$ cat src/rtl/mem_port_arbiter_if.sv
// Bundle between the LSQ / data memory side (master) and the memory port arbiter (slave).
// Requests are level-held until the matching one-cycle *_gnt; *_done and mem_req_valid are one-cycle strobes.
interface mem_port_arbiter_if;
    logic        st_req;
    logic [31:0] st_addr;
    logic [31:0] st_data;
    logic [2:0]  st_func3;
    logic [4:0]  st_rob_tag;
    logic        st_gnt;

    logic        ld_req;
    logic [31:0] ld_addr;
    logic [2:0]  ld_func3;
    logic [6:0]  ld_pd;
    logic [4:0]  ld_rob_tag;
    logic        ld_gnt;

    logic        mispredict;

    logic        mem_req_valid;
    logic        mem_we;
    logic [31:0] mem_addr;
    logic [31:0] mem_wdata;
    logic [2:0]  mem_func3;
    logic [31:0] mem_rdata;

    logic        ld_done;
    logic [31:0] ld_data;
    logic [6:0]  ld_pd_out;
    logic [4:0]  ld_rob_out;
    logic        st_done;
    logic [4:0]  st_rob_out;
    logic        busy;
    logic [1:0]  state_dbg;

    modport master (
        output st_req, st_addr, st_data, st_func3, st_rob_tag,
        output ld_req, ld_addr, ld_func3, ld_pd, ld_rob_tag,
        output mispredict, mem_rdata,
        input  st_gnt, ld_gnt, mem_req_valid, mem_we, mem_addr, mem_wdata, mem_func3,
        input  ld_done, ld_data, ld_pd_out, ld_rob_out, st_done, st_rob_out, busy, state_dbg
    );

    modport slave (
        input  st_req, st_addr, st_data, st_func3, st_rob_tag,
        input  ld_req, ld_addr, ld_func3, ld_pd, ld_rob_tag,
        input  mispredict, mem_rdata,
        output st_gnt, ld_gnt, mem_req_valid, mem_we, mem_addr, mem_wdata, mem_func3,
        output ld_done, ld_data, ld_pd_out, ld_rob_out, st_done, st_rob_out, busy, state_dbg
    );
endinterface

$ cat src/rtl/mem_port_arbiter.sv
// Single-ported data memory sequencer: arbitrates store drains against loads, issues one access
// at a time, waits out MEM_LAT and returns registered completions (squashed loads are dropped).
module mem_port_arbiter #(
    parameter int MEM_LAT    = 2,
    parameter int STARVE_MAX = 4
) (
    input logic               clk,
    input logic               reset,
    mem_port_arbiter_if.slave bus
);
    localparam int CW = $clog2(MEM_LAT + 1);
    localparam int SW = $clog2(STARVE_MAX + 1);
    localparam logic [CW-1:0] CNT_LAST   = CW'(MEM_LAT);
    localparam logic [SW-1:0] STARVE_TOP = SW'(STARVE_MAX);

    typedef enum logic [1:0] {
        IDLE  = 2'd0,
        LOAD  = 2'd1,
        STORE = 2'd2
    } state_t;

    state_t        state, next_state;
    logic [CW-1:0] cnt;
    logic [SW-1:0] starve;
    logic          kill;
    logic          st_win, ld_win, last_beat;

    logic [31:0] addr_q, wdata_q;
    logic [2:0]  func3_q;
    logic [6:0]  pd_q;
    logic [4:0]  rob_q;

    logic        ld_done_q, st_done_q;
    logic [31:0] ld_data_q;
    logic [6:0]  ld_pd_q;
    logic [4:0]  ld_rob_q, st_rob_q;

    // Grants are combinational in IDLE; reset masks them so every output reads 0 while held.
    always_comb begin
        st_win     = 1'b0;
        ld_win     = 1'b0;
        next_state = state;
        last_beat  = (state != IDLE) && (cnt == CNT_LAST);
        case (state)
            IDLE: begin
                if (!reset && bus.st_req && (!bus.ld_req || starve == STARVE_TOP)) begin
                    st_win     = 1'b1;
                    next_state = STORE;
                end else if (!reset && bus.ld_req && !bus.mispredict) begin
                    ld_win     = 1'b1;
                    next_state = LOAD;
                end
            end
            LOAD, STORE: begin
                if (last_beat) next_state = IDLE;
            end
            default: next_state = IDLE;
        endcase
    end

    always_ff @(posedge clk or posedge reset) begin
        if (reset) state <= IDLE;
        else       state <= next_state;
    end

    always_ff @(posedge clk or posedge reset) begin
        if (reset) begin
            cnt       <= '0;
            starve    <= '0;
            kill      <= 1'b0;
            addr_q    <= '0;
            wdata_q   <= '0;
            func3_q   <= '0;
            pd_q      <= '0;
            rob_q     <= '0;
            ld_done_q <= 1'b0;
            st_done_q <= 1'b0;
            ld_data_q <= '0;
            ld_pd_q   <= '0;
            ld_rob_q  <= '0;
            st_rob_q  <= '0;
        end else begin
            ld_done_q <= 1'b0;
            st_done_q <= 1'b0;

            if (state == IDLE || last_beat) cnt <= '0;
            else                            cnt <= cnt + CW'(1);

            if (st_win) begin
                addr_q  <= bus.st_addr;
                wdata_q <= bus.st_data;
                func3_q <= bus.st_func3;
                rob_q   <= bus.st_rob_tag;
            end else if (ld_win) begin
                addr_q  <= bus.ld_addr;
                func3_q <= bus.ld_func3;
                pd_q    <= bus.ld_pd;
                rob_q   <= bus.ld_rob_tag;
            end

            if (st_win)
                starve <= '0;
            else if (state == IDLE && bus.st_req && starve != STARVE_TOP)
                starve <= starve + SW'(1);

            // A squashed load still occupies the port until its latency elapses.
            if (state != LOAD || last_beat) kill <= 1'b0;
            else if (bus.mispredict)        kill <= 1'b1;

            if (state == LOAD && last_beat && !kill && !bus.mispredict) begin
                ld_done_q <= 1'b1;
                ld_data_q <= bus.mem_rdata;
                ld_pd_q   <= pd_q;
                ld_rob_q  <= rob_q;
            end

            if (state == STORE && last_beat) begin
                st_done_q <= 1'b1;
                st_rob_q  <= rob_q;
            end
        end
    end

    assign bus.st_gnt        = st_win;
    assign bus.ld_gnt        = ld_win;
    assign bus.mem_req_valid = (state != IDLE) && (cnt == '0);
    assign bus.mem_we        = (state == STORE);
    assign bus.mem_addr      = addr_q;
    assign bus.mem_wdata     = wdata_q;
    assign bus.mem_func3     = func3_q;
    assign bus.ld_done       = ld_done_q && !bus.mispredict;
    assign bus.ld_data       = ld_data_q;
    assign bus.ld_pd_out     = ld_pd_q;
    assign bus.ld_rob_out    = ld_rob_q;
    assign bus.st_done       = st_done_q;
    assign bus.st_rob_out    = st_rob_q;
    assign bus.busy          = (state != IDLE);
    assign bus.state_dbg     = state;
endmodule

$ cat src/flat_wrapper.sv
// flat-port wrapper written by rule: the top's interface ports become plain ports
module mem_port_arbiter_flat 
#(
    parameter int MEM_LAT    = 2,
    parameter int STARVE_MAX = 4
)
  (clk, reset, bus_st_req, bus_st_addr, bus_st_data, bus_st_func3, bus_st_rob_tag, bus_ld_req, bus_ld_addr, bus_ld_func3, bus_ld_pd, bus_ld_rob_tag, bus_mispredict, bus_mem_rdata, bus_st_gnt, bus_ld_gnt, bus_mem_req_valid, bus_mem_we, bus_mem_addr, bus_mem_wdata, bus_mem_func3, bus_ld_done, bus_ld_data, bus_ld_pd_out, bus_ld_rob_out, bus_st_done, bus_st_rob_out, bus_busy, bus_state_dbg);
  mem_port_arbiter_if bus_i ();
  input logic clk;
  input logic reset;
  input wire logic [$bits(bus_i.st_req)-1:0] bus_st_req;
  input wire logic [$bits(bus_i.st_addr)-1:0] bus_st_addr;
  input wire logic [$bits(bus_i.st_data)-1:0] bus_st_data;
  input wire logic [$bits(bus_i.st_func3)-1:0] bus_st_func3;
  input wire logic [$bits(bus_i.st_rob_tag)-1:0] bus_st_rob_tag;
  input wire logic [$bits(bus_i.ld_req)-1:0] bus_ld_req;
  input wire logic [$bits(bus_i.ld_addr)-1:0] bus_ld_addr;
  input wire logic [$bits(bus_i.ld_func3)-1:0] bus_ld_func3;
  input wire logic [$bits(bus_i.ld_pd)-1:0] bus_ld_pd;
  input wire logic [$bits(bus_i.ld_rob_tag)-1:0] bus_ld_rob_tag;
  input wire logic [$bits(bus_i.mispredict)-1:0] bus_mispredict;
  input wire logic [$bits(bus_i.mem_rdata)-1:0] bus_mem_rdata;
  output wire logic [$bits(bus_i.st_gnt)-1:0] bus_st_gnt;
  output wire logic [$bits(bus_i.ld_gnt)-1:0] bus_ld_gnt;
  output wire logic [$bits(bus_i.mem_req_valid)-1:0] bus_mem_req_valid;
  output wire logic [$bits(bus_i.mem_we)-1:0] bus_mem_we;
  output wire logic [$bits(bus_i.mem_addr)-1:0] bus_mem_addr;
  output wire logic [$bits(bus_i.mem_wdata)-1:0] bus_mem_wdata;
  output wire logic [$bits(bus_i.mem_func3)-1:0] bus_mem_func3;
  output wire logic [$bits(bus_i.ld_done)-1:0] bus_ld_done;
  output wire logic [$bits(bus_i.ld_data)-1:0] bus_ld_data;
  output wire logic [$bits(bus_i.ld_pd_out)-1:0] bus_ld_pd_out;
  output wire logic [$bits(bus_i.ld_rob_out)-1:0] bus_ld_rob_out;
  output wire logic [$bits(bus_i.st_done)-1:0] bus_st_done;
  output wire logic [$bits(bus_i.st_rob_out)-1:0] bus_st_rob_out;
  output wire logic [$bits(bus_i.busy)-1:0] bus_busy;
  output wire logic [$bits(bus_i.state_dbg)-1:0] bus_state_dbg;
  assign bus_i.st_req = bus_st_req;
  assign bus_i.st_addr = bus_st_addr;
  assign bus_i.st_data = bus_st_data;
  assign bus_i.st_func3 = bus_st_func3;
  assign bus_i.st_rob_tag = bus_st_rob_tag;
  assign bus_i.ld_req = bus_ld_req;
  assign bus_i.ld_addr = bus_ld_addr;
  assign bus_i.ld_func3 = bus_ld_func3;
  assign bus_i.ld_pd = bus_ld_pd;
  assign bus_i.ld_rob_tag = bus_ld_rob_tag;
  assign bus_i.mispredict = bus_mispredict;
  assign bus_i.mem_rdata = bus_mem_rdata;
  assign bus_st_gnt = bus_i.st_gnt;
  assign bus_ld_gnt = bus_i.ld_gnt;
  assign bus_mem_req_valid = bus_i.mem_req_valid;
  assign bus_mem_we = bus_i.mem_we;
  assign bus_mem_addr = bus_i.mem_addr;
  assign bus_mem_wdata = bus_i.mem_wdata;
  assign bus_mem_func3 = bus_i.mem_func3;
  assign bus_ld_done = bus_i.ld_done;
  assign bus_ld_data = bus_i.ld_data;
  assign bus_ld_pd_out = bus_i.ld_pd_out;
  assign bus_ld_rob_out = bus_i.ld_rob_out;
  assign bus_st_done = bus_i.st_done;
  assign bus_st_rob_out = bus_i.st_rob_out;
  assign bus_busy = bus_i.busy;
  assign bus_state_dbg = bus_i.state_dbg;
  mem_port_arbiter #(.MEM_LAT(MEM_LAT), .STARVE_MAX(STARVE_MAX)) u_core (.clk(clk), .reset(reset), .bus(bus_i));
endmodule
$ cat config.mk
export PLATFORM = sky130hd
export DESIGN_NAME = mem_port_arbiter_flat
export DESIGN_NICKNAME = d
export VERILOG_FILES = /design/src/rtl/mem_port_arbiter_if.sv /design/src/rtl/mem_port_arbiter.sv /design/src/flat_wrapper.sv
export SDC_FILE = /design/constraint.sdc
export NUM_CORES = 1
export LEC_CHECK = 0
export BUFFER_PORTS_ARGS = -buffer_cell sky130_fd_sc_hd__buf_2
export CORE_MARGIN = 2
export CORE_UTILIZATION = 42
export CTS_CLUSTER_SIZE = 16
export DETAILED_ROUTE_END_ITERATION = 10
export PLACE_DENSITY = 0.73
export SYNTH_ARGS = -nofsm -noshare
export SYNTH_HDL_FRONTEND = slang
export SYNTH_SLANG_ARGS = --single-unit
$ cat constraint.sdc
create_clock -name clk -period 4.55 [get_ports clk]
set_clock_uncertainty 0.2 [all_clocks]
set_input_delay 0.455 -clock clk [delete_from_list [all_inputs] [get_ports clk]]
set_output_delay 0.455 -clock clk [all_outputs]
set_load 0.03 [all_outputs]
==> results.ini, run 1 <==
[logic_synthesis]
netlist_top_cells_count = dfrtp_1, mux2_2, o21ai_0
yosysTopAreaCell = dfrtp_1
synth_cells = 485
syn_area_um2 = 5940
synth_area_leaders = dfrtp_1, mux2_2, mux2_1, a31oi_1, nor4_1
yosysWarnings = 0
syn_avg_cell_area_um2 = 12.3
ys_ff_latch = 138
async_reset_ff_share_pct = 100
synth_enable_flop_cells = 0
yosysMostFrequentCell = dfrtp_1
synth_ff_type = dfrtp_1
synth_nets = 648
ys_types = 34
yosysTopAreaCellShare_pct = 58.1
ys_seq_area_share_pct = 58.1

[route]
dr_total_vias = 5115
top_layer_used = met4
vias_per_cell = 5.44
wirelength_um = 16500
drc_errors = 0
drt_iter0_markers = 332
drt_pass1_iterations = 5
met1_length_um = 6440
wl_per_cell_um = 17.5
met3_length_um = 1330
ant_nets = 0
wl_met2_um = 8180

[global_routing]
grt_pass1_vias = 5025
antenna_found_initial = 0
grt_start_max_net_pins = 62
grt.overflow.total = 0
grt_util_all_layers_pct = 21.4
grt_pass1_wl_um = 25000

[floorplanning]
dieArea_um2 = 15100
row_count = 43
fp.dieH_um = 123
die_x_um = 123
ios = 281
initial_core_util_pct = 43.0
core_um2 = 13800

[timing]
drv_slew = 0
slew_headroom_pct = 23.6
hold_viol = 0
fin_crit_sh_pct = 80.1
tns_ns = 0
fin_ws_ns = 0.905
finalSetupViolCount = 0
hold_ws_ns = 0.0640
rsz0062_at_grt = no
period_minus_slack_ns = 3.64
tightest_slew_ns = 1.15
fmax_mhz = 274

[finish]
n_antenna_cell = 0
area_growth_pct = 35.6
final_cell_area_um2 = 8060
n_fill_cell = 1174
drive_above_1_share_pct = 51.6
nets = 910
fin_cells = 940

[setup_path]
cpPeakStageDelay_ns = 0.83
critPathTopFamily = simple AND/OR/NAND/NOR gates
cp-end-kind = output pin
cp_slowest_cell = or3_2
cp_max_fo = 42
r2r_cells = 6
crit_buf_inv = 3
critical_path_class = flip-flop to output pin
arrival_ns = 2.99
critPathLaunchType = flip-flop
crit_chain = inv_1, ha_1, nand2_2, or3_2, inv_6, buf_2
worstPathRequired_ns = 3.89
crit_cells = 6

[place]
pre_cts_ws_ns = 1.33
portBuffers = 280
detailed_place_hpwl_um = 11800
place_area_um2 = 7440
place.gp.congestion = 0.799
placedCellCount = 908

[power_and_ir_drop]
leakage_nw = 4.05
irDropWorstVdd_mv = 0.344
power.density_nw_per_um2 = 741

[clock_tree]
cts_max_level = 4
cts_resized = 0
clkTransAtPathRegs_ns = 0.06
cts.sinks = 138
post_cts_buffers = 0
insertion_delay_ns = 0.40
cts_buffers = 17
cts_hold_buf = 0
cts_root_buffer = clkbuf_16
cts_tree = yes
clock_path_buffers = 2

[worst_hold_path]
hold_class = input port to flip-flop
whs_path_depth = 2

[status]
outcome = finished, final reports clean

[job]
maxCapViolCount = 0

## registers in the layout (all words and copies together) (netlist names)
| signal | cells |
|---|---|
| u_core.bus.ld_pd_out | 7 |
| u_core.bus.st_done | 1 |
| u_core.ld_done_q | 1 |
| u_core.rob_q | 5 |
| u_core.bus.mem_func3 | 3 |
| u_core.starve | 3 |
| u_core.cnt | 2 |
| u_core.bus.ld_data | 32 |
| u_core.kill | 1 |
| u_core.pd_q | 7 |
| u_core.bus.mem_wdata | 32 |
| u_core.bus.mem_addr | 32 |
| u_core.bus.ld_rob_out | 5 |
| u_core.bus.st_rob_out | 5 |
| u_core.bus.state_dbg | 2 |
## power breakdown
group	internal, mW	switching, mW
clock network	0.898	0.519
logic	0.814	1.69
registers	1.76	0.294
total	3.47	2.50
## metrics by stage
step | util, % | power [mW]
4_1_cts | 58.3 | 6.02
3_3_place_gp | 53.8 | 4.49
3_5_place_dp | 53.8 | 4.59
2_1_floorplan | - | 3.76
6_report | 58.3 | 5.97
5_1_grt | 58.3 | 6.30
## cell usage in the layout (no fill, tap or decap), types with 2 or more instances in the layout
cell type,n
or3_1,2
nand3_1,40
nand2b_1,2
dfrtp_1,138
clkbuf_8,2
a31oi_1,40
buf_2,280
or3b_2,2
clkinvlp_4,4
inv_1,10
buf_4,6
nor3b_1,2
nor4_1,40
a21oi_1,4
nand3_2,2
mux2_2,62
nand2_1,2
ha_1,7
clkbuf_16,17
nor2b_1,3
inv_6,5
o21ai_0,43
mux2_1,26
bufinv_16,3
## per-layer routing
metal / vias to the layer above / track usage [%]
li1: 2328 / -
met1: 2495 / 25.5
met2: 260 / 36.5
met3: 32 / 4.66
met4: 0 / 10.5
met5: - / 0
## kinds of logic (layout without fill, tap and decap cells)
family          count (synthesis)  count (layout)  share of synthesized area (%)
compound gates                 92              92                           8.95
fa+ha+maj                       7               7                           1.47
buf+inv                        56             331                           4.55
flops                         138             138                           58.1
mux                            88              88                           16.7
simple gates                  104             104                           10.3
## cell type report
type,instances,area (um2),share of cell area (%)
Multi-Input combinational cell,291,2240,27.8
Tap cell,180,225,2.79
Timing Repair Buffer,287,1470,18.2
Clock buffer,20,457,5.67
Clock inverter,12,161,2.00
Inverter,12,53.8,0.668
Sequential cell,138,3450,42.9
## path summary, 6_finish.rpt
path | from | endpoint | slack [ns]
hold / removal | bus_st_data[19] | u_core.bus.mem_wdata[19]$_DFFE_PP0P_ | 0.06
setup reg to reg | u_core.bus.state_dbg[1]$_DFFE_PP0P_ | u_core.bus.mem_wdata[31]$_DFFE_PP0P_ | 1.53
setup / recovery | u_core.bus.state_dbg[1]$_DFFE_PP0P_ | bus_st_gnt | 0.91
hold reg to reg | u_core.cnt[0]$_DFF_PP0_ | u_core.cnt[0]$_DFF_PP0_ | 0.24
max in group asynchronous | reset | u_core.bus.ld_data[31]$_DFFE_PP0P_ | 2.97
min in group asynchronous | reset | u_core.starve[2]$_DFFE_PP0P_ | 0.22
(Power assumes the default switching activity.)
==> inputs of run 2 (changes only) <==
- clock period: 4.55 -> 2.94 ns (I/O delays scaled with it)
==> run 2 against run 1 <==
Utilization grew 11 points. Via count grew 14%. Non-clock buffer count grew 155. Worst setup slack lost 0.73 ns. Total power grew 66%. Final area grew 19%. Global-route usage grew 3.8 points. Critical path depth is the same. Sequential cell count is the same. Sequential share of layout area shrank 7.0 points. Count of clock-buffer cells in the layout grew 5. Critical endpoint unchanged. Largest cell class unchanged. Largest power group unchanged. Highest routed layer unchanged.
==> results.ini, run 2 (synthesis results as in run 1) <==
[floorplanning]
die_x_um = 123
fp.dieH_um = 123
ios = 281
dieArea_um2 = 15100
initial_core_util_pct = 43.0
core_um2 = 13800
row_count = 43

[global_routing]
grt_start_max_net_pins = 76
antenna_found_initial = 0
grt_util_all_layers_pct = 25.1
grt_pass1_vias = 5988
grt.overflow.total = 0
grt_pass1_wl_um = 29000

[setup_path]
cp_max_fo = 36
arrival_ns = 2.27
crit_chain = inv_1, ha_1, nand2_2, or3_2, inv_6, buf_2
cpPeakStageDelay_ns = 0.51
critical_path_class = flip-flop to output pin
crit_buf_inv = 3
worstPathRequired_ns = 2.45
critPathTopFamily = buffers and inverters
cp_slowest_cell = or3_2
cp-end-kind = output pin
critPathLaunchType = flip-flop

[route]
drc_errors = 0
wirelength_um = 19300
dr_total_vias = 5834
ant_nets = 0
drt_pass1_iterations = 5
drt_iter0_markers = 432
wl_per_cell_um = 17.6
vias_per_cell = 5.32

[finish]
drive_above_1_share_pct = 43.1
nets = 1065
area_growth_pct = 61.8
n_fill_cell = 956
multi_input_area_um2 = 2250
layout_common_cells = buf_2, dlygate4sd3_1, dfrtp_1
seq_area_um2 = 3450
layout_commonest_cell = buf_2

[place]
detailed_place_hpwl_um = 11600
place.gp.congestion = 0.818
portBuffers = 280

[timing]
slew_headroom_pct = 61.0
period_minus_slack_ns = 2.77
rsz0062_at_grt = no
drv_slew = 0
hold_viol = 0
fmax_mhz = 361
finalSetupViolCount = 0
tightest_slew_ns = 0.584
tns_ns = 0
fin_crit_sh_pct = 94.2

[status]
outcome = finished, final reports clean

[clock_tree]
clock_path_buffers = 2
post_cts_buffers = 0
cts.sinks = 138
insertion_delay_ns = 0.42
clkTransAtPathRegs_ns = 0.05
cts_tree = yes
cts_max_level = 4
cts_buffers = 17
cts_root_buffer = clkbuf_16

[job]
maxCapViolCount = 0

[worst_hold_path]
hold_class = input port to flip-flop

[power_and_ir_drop]
total_power_mw = 9.89
irDropWorstVdd_mv = 0.611
power.density_nw_per_um2 = 1030
leakage_nw = 4.71

[run 2: changes by cell type in the layout (fill, tap and decap cells not counted)]
cell and delta:
dlygate4sd3_1 +150, inv_6 -4, buf_4 +3, clkbuf_1 +3, buf_12 +2, clkbuf_8 +2
clkinv_2 +2, clkinvlp_4 -2, and4bb_2 -1, and4bb_4 +1, clkinv_4 -1, diode_2 +1
[run 2: worst min-delay path, cell delays in order]
cell and delay [ns]:
buf_2 0.07, nor4_1 0.04, a31oi_1 0.20
[run 2: metrics by stage]
step	setup WS [ns]	cell area (um2)	util, %	hold slack (ns)	std cells
after CTS	0.153	9600	69.5	0.00265	1094
final	0.172	9620	69.6	0.0545	1096
after global placement	0.652	7500	54.3	0.224	913
after floorplan	0.291	5950	-	0.212	485
after global routing	0.0702	9620	69.6	0.0417	1095
after detailed placement	0.601	7500	54.3	0.230	913
[run 2: worst paths after layout]
| check | startpoint | slack, ns | cells after the start | end |
|---|---|---|---|---|
| setup / recovery | u_core.bus.state_dbg[1]$_DFFE_PP0P_ | 0.17 | 6 | bus_st_gnt |
| hold / removal | bus_st_addr[5] | 0.05 | 3 | u_core.bus.mem_addr[5]$_DFFE_PP0P_ |
| setup reg to reg | u_core.bus.state_dbg[1]$_DFFE_PP0P_ | 0.21 | 8 | u_core.bus.mem_addr[20]$_DFFE_PP0P_ |
| hold reg to reg | u_core.cnt[0]$_DFF_PP0_ | 0.25 | 1 | u_core.cnt[0]$_DFF_PP0_ |
| max in group asynchronous | reset | 1.50 | 4 | u_core.bus.ld_data[26]$_DFFE_PP0P_ |
| min in group asynchronous | reset | 0.18 | 3 | u_core.bus.mem_addr[6]$_DFFE_PP0P_ |
[run 2: layout make-up]
type,instances,area share [%]
Inverter,12,0.559
Multi-Input combinational cell,291,23.3
Clock buffer,25,5.15
Timing Repair Buffer,442,31.5
Sequential cell,138,35.9
Clock inverter,7,1.17
Antenna cell,1,0.0260
Tap cell,180,2.34
[run 2: layer usage]
layer,share of wire (%),up-vias,GRT usage [%]
met5,0,-,0
met4,3.2,0,12.5
met3,8.5,62,6.37
met2,52,352,45.1
met1,37,2789,27.6
li1,-,2631,-
[run 2: where the power goes]
part           total, mW  internal (mW)  switching, mW
combinational       4.53           1.75           2.78
sequential          3.19           2.73          0.464
clock               2.18           1.42          0.756
[run 2: timing repair]
action | in CTS | in global routing
hold buffers | 149 | 1
hold endpoints to repair | 111 | 1
setup endpoints to repair | 0 | 1
resized for setup | 0 | 1
